## config.mk

```make
export PLATFORM = sky130hd
export DESIGN_NAME = clk_div_ctrl
export DESIGN_NICKNAME = d
export VERILOG_FILES = /design/src/rtl/clk_div_ctrl.sv
export SDC_FILE = /design/constraint.sdc
export NUM_CORES = 1
export LEC_CHECK = 0
export ABC_AREA = 1
export CORE_MARGIN = 2
export CORE_UTILIZATION = 43
export CTS_CLUSTER_SIZE = 24
export DETAILED_ROUTE_END_ITERATION = 8
export GPL_TIMING_DRIVEN = 0
export MAX_ROUTING_LAYER = met4
export PLACE_DENSITY = 0.77
export SETUP_SLACK_MARGIN = 0.3
export SYNTH_ARGS = -nofsm -noshare
export SYNTH_HDL_FRONTEND = slang
export SYNTH_SLANG_ARGS = --single-unit
```

## constraint.sdc

```tcl
create_clock -name clk_in -period 1.7 [get_ports clk_in]
set_input_delay 0.425 -clock clk_in [delete_from_list [all_inputs] [get_ports clk_in]]
set_output_delay 0.425 -clock clk_in [all_outputs]
set_load 0.1 [all_outputs]
```

## src/rtl/clk_div_ctrl.sv

```systemverilog
// Reconfiguration sequencer and round-robin arbiter for the shared clock divider.
// Optional build macro: CLK_DIV_CTRL_MIN_CLAMP_EN (clamp captured divisors below 2 up to 2).
module clk_div_ctrl #(
    parameter int          NUM_REQ       = 4,
    parameter int          DRAIN_CYCLES  = 4,
    parameter int          SETTLE_CYCLES = 2,
    parameter logic [15:0] RESET_DIV     = 16'd2,
    localparam int         OW            = (NUM_REQ > 1) ? $clog2(NUM_REQ) : 1
) (
    input  logic                   clk_in,
    input  logic                   rst_n,
    input  logic [NUM_REQ-1:0]     req,
    input  logic [16*NUM_REQ-1:0]  div_req,
    input  logic                   stop,
    output logic [NUM_REQ-1:0]     ack,
    output logic [15:0]            divider,
    output logic                   en,
    output logic                   busy,
    output logic [OW-1:0]          owner
);

    typedef enum logic [2:0] {
        S_IDLE   = 3'd0,
        S_DRAIN  = 3'd1,
        S_LOAD   = 3'd2,
        S_SETTLE = 3'd3,
        S_RUN    = 3'd4,
        S_HALT   = 3'd5
    } state_e;

    localparam logic [7:0] DRAIN_LAST  = 8'(DRAIN_CYCLES - 1);
    localparam logic [7:0] SETTLE_LAST = 8'(SETTLE_CYCLES - 1);

    state_e               state_q, state_d;
    logic [7:0]           cnt_q, cnt_d;
    logic [15:0]          hold_q, hold_d;
    logic [15:0]          divider_q, divider_d;
    logic                 en_q, en_d;
    logic                 busy_q, busy_d;
    logic                 valid_q, valid_d;
    logic                 ack_pend_q, ack_pend_d;
    logic [NUM_REQ-1:0]   ack_q, ack_d;
    logic [OW-1:0]        owner_q, owner_d;
    logic [OW-1:0]        rr_ptr_q, rr_ptr_d;

    logic [15:0]          div_arr_s [NUM_REQ];
    logic [NUM_REQ-1:0]   eligible_s;
    logic                 grant_vld_s;
    logic [OW-1:0]        grant_idx_s;
    logic [OW-1:0]        grant_nxt_s;
    logic [OW-1:0]        scan_idx_s;
    logic [15:0]          grant_div_s;

    function automatic logic [15:0] clamp_div(input logic [15:0] d);
`ifdef CLK_DIV_CTRL_MIN_CLAMP_EN
        return (d < 16'd2) ? 16'd2 : d;
`else
        return d;
`endif
    endfunction

    // Split the packed request bus into one divisor per requester
    always_comb begin
        for (int i = 0; i < NUM_REQ; i++) begin
            div_arr_s[i] = div_req[16*i +: 16];
        end
    end

    // Round-robin pick: scan from rr_ptr; the lowest offset with an eligible request wins
    always_comb begin
        eligible_s  = req & ~ack_q;
        grant_vld_s = 1'b0;
        grant_idx_s = '0;
        scan_idx_s  = '0;
        for (int k = NUM_REQ - 1; k >= 0; k--) begin
            scan_idx_s  = OW'((int'(rr_ptr_q) + k) % NUM_REQ);
            grant_idx_s = eligible_s[scan_idx_s] ? scan_idx_s : grant_idx_s;
            grant_vld_s = grant_vld_s | eligible_s[scan_idx_s];
        end
        grant_nxt_s = OW'((int'(grant_idx_s) + 1) % NUM_REQ);
        grant_div_s = clamp_div(div_arr_s[grant_idx_s]);
    end

    // Sequencer next-state and registered-output decode
    always_comb begin
        state_d    = state_q;
        cnt_d      = cnt_q;
        hold_d     = hold_q;
        divider_d  = divider_q;
        valid_d    = valid_q;
        ack_pend_d = ack_pend_q;
        owner_d    = owner_q;
        rr_ptr_d   = rr_ptr_q;
        ack_d      = '0;
        case (state_q)
            S_IDLE, S_RUN: begin
                if (stop) begin
                    state_d = S_HALT;
                end else if (grant_vld_s) begin
                    state_d    = S_DRAIN;
                    cnt_d      = 8'd0;
                    hold_d     = grant_div_s;
                    owner_d    = grant_idx_s;
                    rr_ptr_d   = grant_nxt_s;
                    ack_pend_d = 1'b1;
                end else begin
                    state_d = state_q;
                end
            end
            S_DRAIN: begin
                if (cnt_q == DRAIN_LAST) begin
                    state_d = S_LOAD;
                    cnt_d   = 8'd0;
                end else begin
                    cnt_d = cnt_q + 8'd1;
                end
            end
            S_LOAD: begin
                divider_d = hold_q;
                valid_d   = 1'b1;
                state_d   = S_SETTLE;
                cnt_d     = 8'd0;
            end
            S_SETTLE: begin
                // A resume from HALT reaches RUN with ack_pend clear, so no ack is issued
                if (cnt_q == SETTLE_LAST) begin
                    state_d        = S_RUN;
                    cnt_d          = 8'd0;
                    ack_d[owner_q] = ack_pend_q;
                    ack_pend_d     = 1'b0;
                end else begin
                    cnt_d = cnt_q + 8'd1;
                end
            end
            S_HALT: begin
                if (!stop) begin
                    if (valid_q) begin
                        state_d = S_SETTLE;
                        cnt_d   = 8'd0;
                    end else begin
                        state_d = S_IDLE;
                    end
                end else begin
                    state_d = S_HALT;
                end
            end
            default: begin
                state_d = S_IDLE;
            end
        endcase
        en_d   = (state_d == S_RUN);
        busy_d = (state_d != S_IDLE) && (state_d != S_RUN);
    end

    // State and output registers
    always_ff @(posedge clk_in or negedge rst_n) begin
        if (!rst_n) begin
            state_q    <= S_IDLE;
            cnt_q      <= 8'd0;
            hold_q     <= RESET_DIV;
            divider_q  <= RESET_DIV;
            en_q       <= 1'b0;
            busy_q     <= 1'b0;
            valid_q    <= 1'b0;
            ack_pend_q <= 1'b0;
            ack_q      <= '0;
            owner_q    <= '0;
            rr_ptr_q   <= '0;
        end else begin
            state_q    <= state_d;
            cnt_q      <= cnt_d;
            hold_q     <= hold_d;
            divider_q  <= divider_d;
            en_q       <= en_d;
            busy_q     <= busy_d;
            valid_q    <= valid_d;
            ack_pend_q <= ack_pend_d;
            ack_q      <= ack_d;
            owner_q    <= owner_d;
            rr_ptr_q   <= rr_ptr_d;
        end
    end

    assign ack     = ack_q;
    assign divider = divider_q;
    assign en      = en_q;
    assign busy    = busy_q;
    assign owner   = owner_q;

endmodule

```

Word-level counts from Yosys, hierarchy flattened --
Cells that the tools add are included.
Storage, ports and cells: word-level logic and storage cells 92, input port bits 71, output and inout port bits 24, flip-flop bits (word level) 55
Cells by class: magnitude comparators 7, add/subtract/negate cells 5, bitwise operators 8, reductions and logical operators 10, equal/unequal tests 14, muxes and demuxes 37
Operator list (count):
- two-way mux 8 bit | 6
- one-hot mux 8 bit (5 select lines) | 1
- binary-select mux 16 bit (select 2 bit) | 1
- two-way mux 16 bit | 2
- < comparator 2 x 3 -> 1 bit (second input constant) | 5
- two-way mux 3 bit | 5
- one-hot mux 3 bit (5 select lines) | 1
- two-way mux 2 bit | 5
- inequality test 2 bit (second input constant) | 5
- == test 3 bit (second input constant) | 3
- adder 8 x 1 -> 8 bit (second input constant) | 1
- bitwise AND 4 bit | 2
- binary-select mux 1 bit (select 2 bit) | 4
- == test 8 x 1 -> 1 bit (second input constant) | 1
- == test 8 x 2 -> 1 bit (second input constant) | 1
- two-way mux 1 bit | 8
- two-way mux 4 bit | 2
- == test 3 x 2 -> 1 bit (second input constant) | 2
- AND reduction 5 bit | 1
- nonzero test 5 bit | 1
- adder 2 x 1 -> 2 bit (second input constant) | 2
- adder 2 bit (second input constant) | 2
- inverter 4 bit | 1
- AND reduction 4 bit | 1
- 15 further kinds | 18

Depth between registers and ports, before layout --
Gate-level depths: netlist of the first run.
word-level depth 12, mapped depth 17, depth with buffers taken out 15

Worst setup path after synthesis of the first run --
OpenSTA, ideal clock, no wires.
path kind reg-to-reg, from reg ack_q[2], in the netlist ack[2], to reg hold_q[3], setup slack -0.566 ns, cell stages (with the launch flop) 14, arrival 2.142 ns, clock period less this slack 2.266 ns, data required time 1.576 ns, cell sequence dfrtp_1 > inv_1 > nand3_1 > nand2_1 > nand2_1 > nand2_1 > inv_1 > nand2_1 > nand2_1 > nand2_2 > buf_6 > or2_1 > nand3_1 > nand3_1
Between the ends: word-level cells in the longest chain between the ends 12, elaborated cells on any way between the ends 22, those cells by class 15 x mux; 6 x bitwise; 1 x reduce/logical
RTL lines:
- start: declaration | line 42 | logic [NUM_REQ-1:0] ack_q, ack_d;
- start signal: assignment | line 178 | ack_q <= ack_d;
- inverter 4 bit (*) | line 71 | eligible_s = req & ~ack_q;
- bitwise AND 4 bit (*) | line 71
- binary-select mux 1 bit (select 2 bit) | line 77, 78
- two-way mux 1 bit (implied by the code) | line 77, 78
- two-way mux 2 bit (4 in a row) | line 77 | grant_idx_s = eligible_s[scan_idx_s] ? scan_idx_s : grant_idx_s;
- inverter 2 -> 3 bit (implied by the code) | line 81 | grant_div_s = clamp_div(div_arr_s[grant_idx_s]);
- binary-select mux 16 bit (select 2 bit) | line 81
- two-way mux 16 bit (implied by the code) (2 in a row) | line 81
- end signal: assignment | line 172 | hold_q <= hold_d;
- end: declaration | line 36 | logic [15:0] hold_q, hold_d;
Every way passes the cells marked *; elsewhere a longest branch is shown, timed or not. The select of a mux whose other input is x is not followed. A chain may end at the register's enable or synchronous reset.

Worst setup path in the final report of the first run --
from in req[3], to reg hold_q[13]
Between the ends: word-level cells in the longest chain between the ends 11, elaborated cells on any way between the ends 21, those cells by class 15 x mux; 5 x bitwise; 1 x reduce/logical
RTL lines:
- start: declaration | line 12 | input logic [NUM_REQ-1:0] req,
- bitwise AND 4 bit (*) | line 71
- binary-select mux 1 bit (select 2 bit) | line 77, 78
- two-way mux 1 bit (implied by the code) | line 77, 78
- two-way mux 2 bit (4 in a row) | line 77
- inverter 2 -> 3 bit (implied by the code) | line 81
- binary-select mux 16 bit (select 2 bit) | line 81
- two-way mux 16 bit (implied by the code) (2 in a row) | line 81
Marked as above.

==> results of run 1 <==
layout make-up:
cell class	instances	area share, %
repair buffers	128	25.3
well taps	99	2.42
clock buffers	5	1.34
clock inverters	3	0.928
inverters	73	5.62
flip-flops and latches	55	27.4
plain buffers	15	2.74
multi-input cells	309	34.3
sequential cells by signal, indices dropped and copies added, names as in the netlist:
register and flops:
divider 16, en 1, hold_q 16, rr_ptr_q 2
ack_pend_q 1, valid_q 1, owner 2, cnt_q 8
ack 4, busy 1, state_q 3
per-stage QoR:
stage | total power, mW | util [%] | instances | instance area (µm²)
3_3_place_gp | 8.36 | 60.6 | 645 | 4370
2_1_floorplan | 6.99 | - | 452 | 3310
6_report | 10.9 | 71.0 | 687 | 5120
3_5_place_dp | 8.49 | 60.8 | 646 | 4390
4_1_cts | 10.3 | 67.8 | 673 | 4890
5_1_grt | 11.6 | 71.0 | 687 | 5120
cells in the final DEF (no fill, tap or decap), types with 2 or more instances in the layout:
master	instances
buf_2	3
o21ai_0	3
clkbuf_8	6
clkinv_4	2
nand2_2	11
nor2_2	6
xor2_1	3
nand3_2	8
nand3_1	57
dfrtp_4	4
dfrtp_2	6
buf_12	7
clkdlybuf4s50_1	68
a21oi_1	7
nor3_4	2
inv_2	15
nor3_1	2
buf_8	4
inv_1	53
nand2_1	149
buf_4	37
or2_1	10
dfrtp_1	43
buf_6	20
nor2_4	6
dfstp_2	2
o211ai_1	6
nand2_4	4
nor4_4	5
o21ai_1	2
nor2_1	8
nand4_1	5
inv_4	3
Yosys cell counts, types with 2 or more instances:
master,count
nand2_2,5
nor4_1,5
o211ai_1,6
a21oi_1,9
nor3_1,4
buf_4,4
nand2_1,159
nor2_2,3
nand3_1,65
ha_1,2
nand4_1,5
dfrtp_1,53
buf_2,7
clkbuf_1,2
dfstp_2,2
or2_1,10
buf_6,2
o21ai_0,5
inv_1,68
inv_2,4
nor2_1,17
xor2_1,4
report_power, final:
group	total, mW	switching, mW	leakage (nW)	internal [mW]
combinational	7.67	4.90	1.78	2.78
clock	0.898	0.451	0.0587	0.447
sequential	2.29	0.442	0.681	1.85
worst max path at each step:
stage                      from  depth (start not counted)  slack (ns)           to
finish                   req[3]                         15       -0.22   hold_q[13]
global route             req[3]                         15       -0.36    hold_q[4]
CTS                 rr_ptr_q[0]                         16       -0.18   hold_q[13]
detailed placement       req[2]                         11       -0.60  rr_ptr_q[0]
global placement          rst_n                          1       -1.72       ack[3]
floorplan                ack[1]                         14       -0.14    hold_q[3]
what timing repair did:
action                                  4_1_cts  5_1_grt
endpoints found under the setup margin       74       63
pin swaps                                    10       13
gates resized for setup                     223       35
gates cloned                                  2        0
hold endpoints to repair                      0        0
setup buffers                                17       14
worst reg2reg max path, cell delays in order (launching register included):
cell and delay, ns:
dfrtp_1 0.39, buf_6 0.16, inv_4 0.09, nand3_2 0.07, nand2_2 0.08, nand2_1 0.09, nand2_4 0.09, inv_2 0.06
a21oi_2 0.14, nand2_2 0.10, nand2_4 0.10, buf_6 0.14, inv_2 0.07, nand2_1 0.06, nand2_1 0.05, nand2_1 0.06
nand3_1 0.07
routing by layer:
layer	GRT usage [%]	vias up
li1	-	1680
met1	29.1	1571
met2	37.7	112
met3	2.60	18
met4	6.67	0
met5	-	-
logic make-up (layout without fill, tap and decap cells):
logic type	count (synthesis)	in the layout	synth area share [%]
and+or+nand+nor	278	278	38.3
DFF	55	55	43.2
buffers and inverters	88	224	11.6
AOI/OAI and AO/OA	24	24	4.58
adders and majority gates	2	2	0.784
xor gates and xnor gates	5	5	1.61
==> out/results.ini, run 1 <==
[run_status]
status=complete, but fails checks
violations=negative setup slack

[yosys]
syn_area_per_cell_um2=7.06
synth-edff-count=0
ys.flop_type=dfrtp_1
netlist_area_um2=3190
synth-seq-area-share_pct=43.2
ys_ff_latch=55
yosys.area.top_type_share_pct=41.5
async_flop_share_pct=100
syn-num-nets=525
synth_top_area_cell=dfrtp_1
synthCells=452
ys_top_cells_by_area=dfrtp_1 42%, nand2_1 19%, nand3_1 10%, inv_1 8.0%, nor2_1 2.0%
synth_cell_types=33
synth_warnings=0

[layout]
diodes=0
multi_input_area_um2=1760
regArea_um2=1400
layout.nets=660
drive_gt1_share_pct=28.6
area_delta_synth_final_pct=60.4
fill_cells=544

[routing]
route.met2.wl_um=4650
drcViolationCount=0
routed_wl_um=9210
wl_met3_um=388
top_layer=met4
drt_iter0_markers=192
dr.pass1.iters=4
route.vias.total=3381
drt-met1-wl_um=4020
postRouteAntennaNets=0
post_drt_wl_per_cell_um=13.4
via_per_inst=4.92

[critical_path]
r2r_cells=16
path_class=in2reg
worst-path-buf-inv=4
crit_slowest_cell=clkdlybuf4s50_1
cpMostUsedCell=nand2_1
r2r-start=rr_ptr_q[0]
cp_max_fo=10
cp-start-kind=input pin
r2r_slack_ns=-0.21
worstSetupEndpointType=register
worstPathRequired_ns=1.90
critPathArrivalTime_ns=2.12
r2r_end=hold_q[13]
critPathMaxStageDelay_ns=0.50
cp_top_family=simple AND/OR/NAND/NOR gates
cp_cell_sequence=clkdlybuf4s50_1 -> nand3_2 -> nand2_2 -> nand2_1 -> nand2_4 -> inv_2 -> a21oi_2 -> nand2_2 -> nand2_4 -> buf_6 -> inv_2 -> nand2_1 -> nand2_1 -> nand2_1 -> nand3_1

[clocking]
cts-htree-levels=2
numCtsBuffers=5
clockBufferDepth=2
clkTransAtPathRegs_ns=0.10
cts_hold_buffers=0
cts_root_buffer=clkbuf_8
cts_tree=yes
cts.sinks=55
clk_latency_ns=0.31

[global_routing]
grt_pass1_wl_um=14800
grt_usage_pct=22.5
antenna_found_initial=0
grt_max_degree=38
grt_overflow=0
grt_pass1_vias=3282

[die]
core_um2=7210
fp.dieW_um=90.2
start_util_pct=44.3
io-pin-count=95
rows=31
dieArea_um2=8130
die_h_um=90.2

[placed_design]
place_hpwl_um=6350
dp_slack_ns=-0.602
io_buffers=94
gp_congestion=0.915

[flow_run]
maxCapViolCount=0

[timing]
setup_viol=31
rsz0062_at_grt=true
setup_ws_ns=-0.216
post-route-period-util_pct=113
post-route-min-period_ns=1.92
fin_skew_ns=0.00752
finalHoldViolCount=0
slew_headroom_pct=69.4
fin_hold_ws_ns=0.0477
tns_ns=-4.61
final_max_slew_viol_count=0
fmax_mhz=522
tightest_slew_ns=0.459

[power]
cellPowerDensity_nw_per_um2=2120
ir_drop_v=0.00113
leakagePower_nw=2.52

[worst_hold_path]
worstHoldPathType=in2async

No activity file was read; power rests on OpenSTA's default activity.
==> run 2, diff against run 1 <==
--- a/config.mk
+++ b/config.mk
@@ -14,6 +14,7 @@
 export MAX_ROUTING_LAYER = met4
 export PLACE_DENSITY = 0.77
 export SETUP_SLACK_MARGIN = 0.3
+export SKIP_LAST_GASP = 1
 export SYNTH_ARGS = -nofsm -noshare
 export SYNTH_HDL_FRONTEND = slang
 export SYNTH_SLANG_ARGS = --single-unit
==> run 2 against run 1 <==
- the flow still finishes with violations (negative setup slack)
- sequential share of layout area rose by 0.51 points
- clock-buffer cell count did not move
- sequential power barely moved
- maximum frequency barely moved
- combinational power fell by 2%
- non-clock buffer count fell by 6
- worst hold slack got worse by 0.0049 ns
- largest power group unchanged
- global-route usage fell by 0.16 points
==> out/results.ini, run 2 (synthesized netlist as in run 1, its figures left out) <==
[placed_design]
dp.cells=646
gp_congestion=0.915
io_buffers=94
place_hpwl_um=6350

[global_routing]
grt_pass1_wl_um=14700
grt_overflow=0
grt_usage_pct=22.4
grt_pass1_vias=3273
grt_max_degree=38
antenna_found_initial=0

[die]
rows=31
start_util_pct=44.3
fp.dieW_um=90.2
die_h_um=90.2
io-pin-count=95
core_um2=7210
dieArea_um2=8130

[power]
switching_share_pct=53.2
p_int_mw=5.00
clockPowerShare_pct=8.5
ir_drop_v=0.00111
cellPowerDensity_nw_per_um2=2130
power.switching_mw=5.69
seq_power_share_pct=21.4
pwr-share-comb_pct=70.1
leakagePower_nw=2.49
power.total_mw=10.7

[critical_path]
worstSetupEndpointType=register
critPathArrivalTime_ns=2.12
cp_max_fo=10
cp-start-kind=input pin
worstPathRequired_ns=1.90
r2r_end=hold_q[5]
crit_path_start=req[1]
r2r_slack_ns=-0.21
worst-path-buf-inv=4
cp_cell_sequence=clkdlybuf4s50_1 -> nand3_2 -> nand2_2 -> nand2_2 -> nand2_4 -> inv_2 -> a21oi_2 -> nand2_2 -> nand2_4 -> buf_6 -> inv_2 -> nand2_1 -> nand2_1 -> nand2_1 -> nand3_1
critPathMaxStageDelay_ns=0.51
r2r_cells=16
crit_slowest_cell=clkdlybuf4s50_1
path_class=in2reg
r2r-start=rr_ptr_q[0]
cp_top_family=simple AND/OR/NAND/NOR gates

[timing]
tns_ns=-4.40
final_max_slew_viol_count=0
fin_skew_ns=0.00868
setup_viol=29
setup_ws_ns=-0.218
tightest_slew_ns=0.451
fin_hold_ws_ns=0.0428
rsz0062_at_grt=true
post-route-period-util_pct=113
fmax_mhz=521
post-route-min-period_ns=1.92
slew_headroom_pct=70.0
finalHoldViolCount=0

[routing]
dr.pass1.iters=5
via_per_inst=4.90
route.vias.total=3337
drt_iter0_markers=160
post_drt_wl_per_cell_um=13.2
drcViolationCount=0
routed_wl_um=8970
postRouteAntennaNets=0

[layout]
mostFrequentLayoutCell=nand2_1
fin_util_pct=69.6
drive_gt1_share_pct=26.8
layout.cells.non_filler=681
layout_common_cells=150 x nand2_1, 68 x clkdlybuf4s50_1, 57 x nand3_1
diodes=0
layout.nets=654
area_delta_synth_final_pct=57.3

[run_status]
violations=negative setup slack
status=complete, but fails checks

[clocking]
cts-htree-levels=2
clkTransAtPathRegs_ns=0.11
clk_latency_ns=0.32
cts_hold_buffers=0
cts.sinks=55
clockBufferDepth=2
cts_root_buffer=clkbuf_8
cts_tree=yes
numCtsBuffers=5

[worst_hold_path]
worstHoldPathType=in2async

[flow_run]
maxCapViolCount=0

-- run 2: metal layers --
| metal | track usage, % | wire length [µm] | vias to the layer above | share of wire [%] |
|---|---|---|---|---|
| li1 | - | - | 1666 | - |
| met1 | 28.8 | 3950 | 1555 | 44 |
| met2 | 37.3 | 4520 | 100 | 50 |
| met3 | 2.68 | 355 | 16 | 4.0 |
| met4 | 6.79 | 142 | 0 | 1.6 |
| met5 | - | 0 | - | 0 |
-- run 2: how the worst max path moves through the flow --
stage	slack (ns)	to	cells after the start
2_1_floorplan	-0.14	hold_q[3]	14
3_3_place_gp	-1.72	ack[3]	1
3_5_place_dp	-0.60	rr_ptr_q[0]	11
4_1_cts	-0.18	hold_q[13]	16
5_1_grt	-0.37	hold_q[4]	15
6_report	-0.22	hold_q[5]	15
-- run 2: through the flow --
step | area, µm² | worst slack, ns
after floorplan | 3310 | -0.141
after global placement | 4370 | -1.72
after CTS | 4850 | -0.180
final | 5020 | -0.218
after global routing | 5020 | -0.366
after detailed placement | 4390 | -0.602
-- run 2: power by group through the flow --
stage,Sequential [mW],Clock (mW),Combinational [mW]
after detailed placement,2.21,0,6.29
after global routing,2.35,0.967,8.06
after CTS,2.25,0.915,7.02
after floorplan,3.74,0,3.26
after global placement,2.21,0,6.15
final,2.29,0.907,7.48
-- run 2: layout make-up --
class                           count  area [µm²]
Clock buffer                        5        68.8
Tap cell                           99         124
Clock inverter                      3        47.5
Buffer                             15         144
Sequential cell                    55        1400
Inverter                           73         280
Multi-Input combinational cell    309        1700
Timing Repair Buffer              122        1250
Fill cell                         571        2190
-- run 2: timing repair --
action / in CTS / in global routing
pin swaps: 9 / 6
gates resized for setup: 206 / 40
gates cloned: 2 / 0
setup endpoints to repair: 74 / 64
setup buffers: 17 / 8
==> RTL change, RTL diff (config.mk and constraints of run 2) <==
Register the input `div_req` before use, cleared by the reset. The logic sees it one clock later. The other inputs are not delayed to match.
--- a/src/rtl/clk_div_ctrl.sv
+++ b/src/rtl/clk_div_ctrl.sv
@@ -31,6 +31,16 @@
     localparam logic [7:0] DRAIN_LAST  = 8'(DRAIN_CYCLES - 1);
     localparam logic [7:0] SETTLE_LAST = 8'(SETTLE_CYCLES - 1);
 
+    logic [16*NUM_REQ-1:0] div_req_q;
+
+    always_ff @(posedge clk_in or negedge rst_n) begin
+        if (!rst_n) begin
+            div_req_q <= '0;
+        end else begin
+            div_req_q <= div_req;
+        end
+    end
+
     state_e               state_q, state_d;
     logic [7:0]           cnt_q, cnt_d;
     logic [15:0]          hold_q, hold_d;
@@ -62,7 +72,7 @@
     // Split the packed request bus into one divisor per requester
     always_comb begin
         for (int i = 0; i < NUM_REQ; i++) begin
-            div_arr_s[i] = div_req[16*i +: 16];
+            div_arr_s[i] = div_req_q[16*i +: 16];
         end
     end
 
Check against the original RTL: same outputs for any inputs over 4 cycles, from zero or initial values and one cycle with rst_n low; that may be too few to reach the edited logic, so the function may still have changed.
==> RTL change against run 2 <==
The flow still finishes with violations (setup timing). Power rose by 66%. Global-route usage down 0.47 points. Synthesized cell count grew 16%. Largest power group unchanged. Sequential cell count increased by 64. Wire length grew 45%. Clock power grew to 4.1 times the old value. Core utilization up 1.3 points. Non-clock buffer count grew 14. Clock skew about the same. Setup slack got worse by 0.067 ns. Final area up 54%. Final cell count up 22%. Maximum frequency fell by 3.4%. Synthesized area up 51%. Largest cell class is now sequential cells.
==> RTL change: results (changes against run 2) <==
Floorplanning
The area inside the core boundary is 10900 um^2 (was 7210 um^2).

Layout
The register name with the most flops is div_req_q. The fraction of layout cells with a size suffix above 1 is 32.4% (was 26.8%). The number of antenna diodes is 0 (unchanged). The number of flip-flops under the largest register name is 64.

The number of nets in the layout came to 751 (was 654). The fill cell instance count of the final layout is 691 (was 571).

Synth
The sequential share of the synthesized area is 61.8% (was 43.2%). Largest cells by area after synthesis: dfrtp_1 61%, nand2_1 13%, nand3_1 6.4% (was dfrtp_1 42%, nand2_1 19%, nand3_1 10%). Top cells by instance count after synthesis: 173 x nand2_1, 117 x dfrtp_1, 62 x inv_1, 62 x nand3_1, 22 x nor2_1 (was 159 x nand2_1, 68 x inv_1, 65 x nand3_1).

The async set-or-reset flop fraction in the synthesized netlist is 100% (unchanged). The warning count from the yosys run is 0 (unchanged). The number of distinct library cell variants in the gate-level netlist after synthesis is 33 (unchanged). The leading register cell type out of synthesis is dfrtp_1 (unchanged). The synthesized netlist net count was 597 (was 525).

Clock network
The CTS H-tree depth came to 4 (was 2). The number of buffers on the longest clock path came to 2 (unchanged). The quantity of hold-fixing buffers added after cts is 1 (was 0). The buffer cell driving the clock tree root is clkbuf_8 (unchanged). The post-cts resize count is 273 (was 206).

The CTS clock-pin slew for the worst setup and hold paths came to 0.06 ns (was 0.11 ns). The clock insertion delay at the later pin of the skew report is 0.51 ns (was 0.32 ns). The count of buffers added by post-CTS timing repair for setup is 24 (was 17). The CTS buffer count came to 17 (was 5).

GRT
The met2 track utilization from global routing is 35.8% (was 37.3%). The first-pass GRT wire length came to 19400 um (was 14700 um). The number of global-route vias before repair came to 4209 (was 3273). The number of antenna violations at the first check in global routing is 0 (unchanged). The total routing resource utilization after global routing is 21.9% (was 22.4%). The met1 routing resource usage after global routing is 26.1% (was 28.8%). The largest net degree at the start of global routing came to 64 (was 38). The total overflow reported by the global router is 0 (unchanged). The met3 usage in global routing is 5.69% (was 2.68%).

Placement
The worst-case setup slack after placement was -0.671 ns (was -0.602 ns). The final weighted congestion of routability-driven global placement is 0.876 (was 0.915). The total half-perimeter wirelength after legalization and detailed placement is 7640 um (was 6350 um). The count of input and output buffers is 94 (unchanged). The cell area after placement is 6030 um^2 (was 4390 um^2).

Timing
The number of setup violations in the final report is 30 (was 29). The final critical-path setup slack is -0.284 ns (was -0.218 ns). The actual transition at the worst max-transition pin is 0.571 ns (was 0.451 ns). The clock skew was 0.00860 ns (was 0.00868 ns).

Detailed routing
The total length of routed wires is 13000 um (was 8970 um). The detailed router's first-iteration violation count is 268 (was 160). The iteration count of the initial detailed-routing pass is 5 (unchanged). The mean number of vias per cell came to 5.02 (was 4.90).

Worst setup path
The maximum fanout encountered on the critical timing path is 7 (was 10). The arrival time of the worst setup path was 2.38 ns (was 2.12 ns).

Outcome
Status: complete, but fails checks (unchanged). Violations in the final reports: setup timing (unchanged).

Power
The power spent charging and discharging nets was 0.00791 W (was 0.00569 W). The maximum VDD drop came to 1970 uV (was 1110 uV). The total leakage power is 3.69 nW (was 2.49 nW).

Hold path
The worst hold path class is in2reg (was in2async).
[RTL change: cell count changes after synthesis, sizes merged, moves of 3 or more]
| cell | before | now |
|---|---|---|
| o21ai | 5 | 11 |
| nor3 | 5 | 2 |
| dfrtp | 53 | 117 |
| nand2 | 164 | 180 |
| nor2 | 20 | 25 |
| inv | 72 | 66 |
| nand3 | 66 | 63 |
| or2 | 10 | 0 |
[RTL change: cell families after synthesis]
logic type | synth area share, %
flip-flops | 61.8
AND/OR/NAND/NOR | 25.0
XOR/XNOR | 0.908
adder cells (fa/ha/maj) | 0.518
AO/OA/AOI/OAI | 4.59
buffers and inverters | 7.21
[RTL change: power groups by stage]
stage	registers [W]	logic [W]	clock network, W
after global placement	0.00384	0.00647	0
after detailed placement	0.00386	0.00665	0
after global routing	0.00401	0.0107	0.00386
after CTS	0.00392	0.00841	0.00374
final	0.00397	0.0100	0.00370
after floorplan	0.00532	0.00350	0
[RTL change: path summary, 6_finish.rpt]
kind                                              start                endpoint  slack, ns  cells past startpoint
worst min-delay path                         div_req[6]  div_req_q[6]$_DFF_PN0_       0.34                      1
worst min register to register    hold_q[8]$_DFFE_PN0P_   hold_q[8]$_DFFE_PN0P_       0.47                      2
max in group asynchronous                         rst_n    cnt_q[4]$_DFFE_PN0P_       0.57                      3
worst max-delay path            rr_ptr_q[1]$_DFFE_PN0P_  hold_q[15]$_DFFE_PN0P_      -0.28                     14
min in group asynchronous                         rst_n  divider[6]$_DFFE_PN0P_       0.45                      2
worst max register to register  rr_ptr_q[1]$_DFFE_PN0P_  hold_q[15]$_DFFE_PN0P_      -0.28                     14
[RTL change: per-stage QoR]
stage,std cells,setup TNS [ns],utilization (%),power (W),hold WS (ns)
floorplan,524,-2.06,-,0.00883,0.129
finish,831,-5.67,70.9,0.0177,0.344
detailed placement,759,-21.15,55.4,0.0105,0.461
global route,831,-9.10,70.9,0.0186,0.325
CTS,819,-4.48,66.9,0.0161,0.328
global placement,758,-500.39,55.1,0.0103,0.456
[RTL change: per-layer routing]
metal / routed length (um) / vias to the layer above
met5: 0 / -
met4: 273 / 0
met3: 645 / 29
met2: 7020 / 169
met1: 5040 / 2024
li1: - / 1950
[RTL change: worst max-delay path, cell delays in order, from the launching register on]
cell and delay [ns]:
dfrtp_1 0.36, buf_4 0.19, xnor2_4 0.24, nand2_4 0.09, nand2_4 0.09, inv_4 0.05, a21oi_4 0.14, nand2_4 0.14
nand2_8 0.12, buf_6 0.13, nand2_2 0.05, nand3_1 0.08, nand2_1 0.07, nand2_1 0.06, nand2_1 0.04
[RTL change: cell type report]
class                      count  share of cell area [%]
buffer                        17                    2.36
inverter                      66                    3.53
clock inverter                14                    2.43
clock buffer                  18                    5.54
sequential                   119                    38.8
timing repair buffer         134                    19.9
tap                          140                    2.27
multi-input combinational    323                    25.2
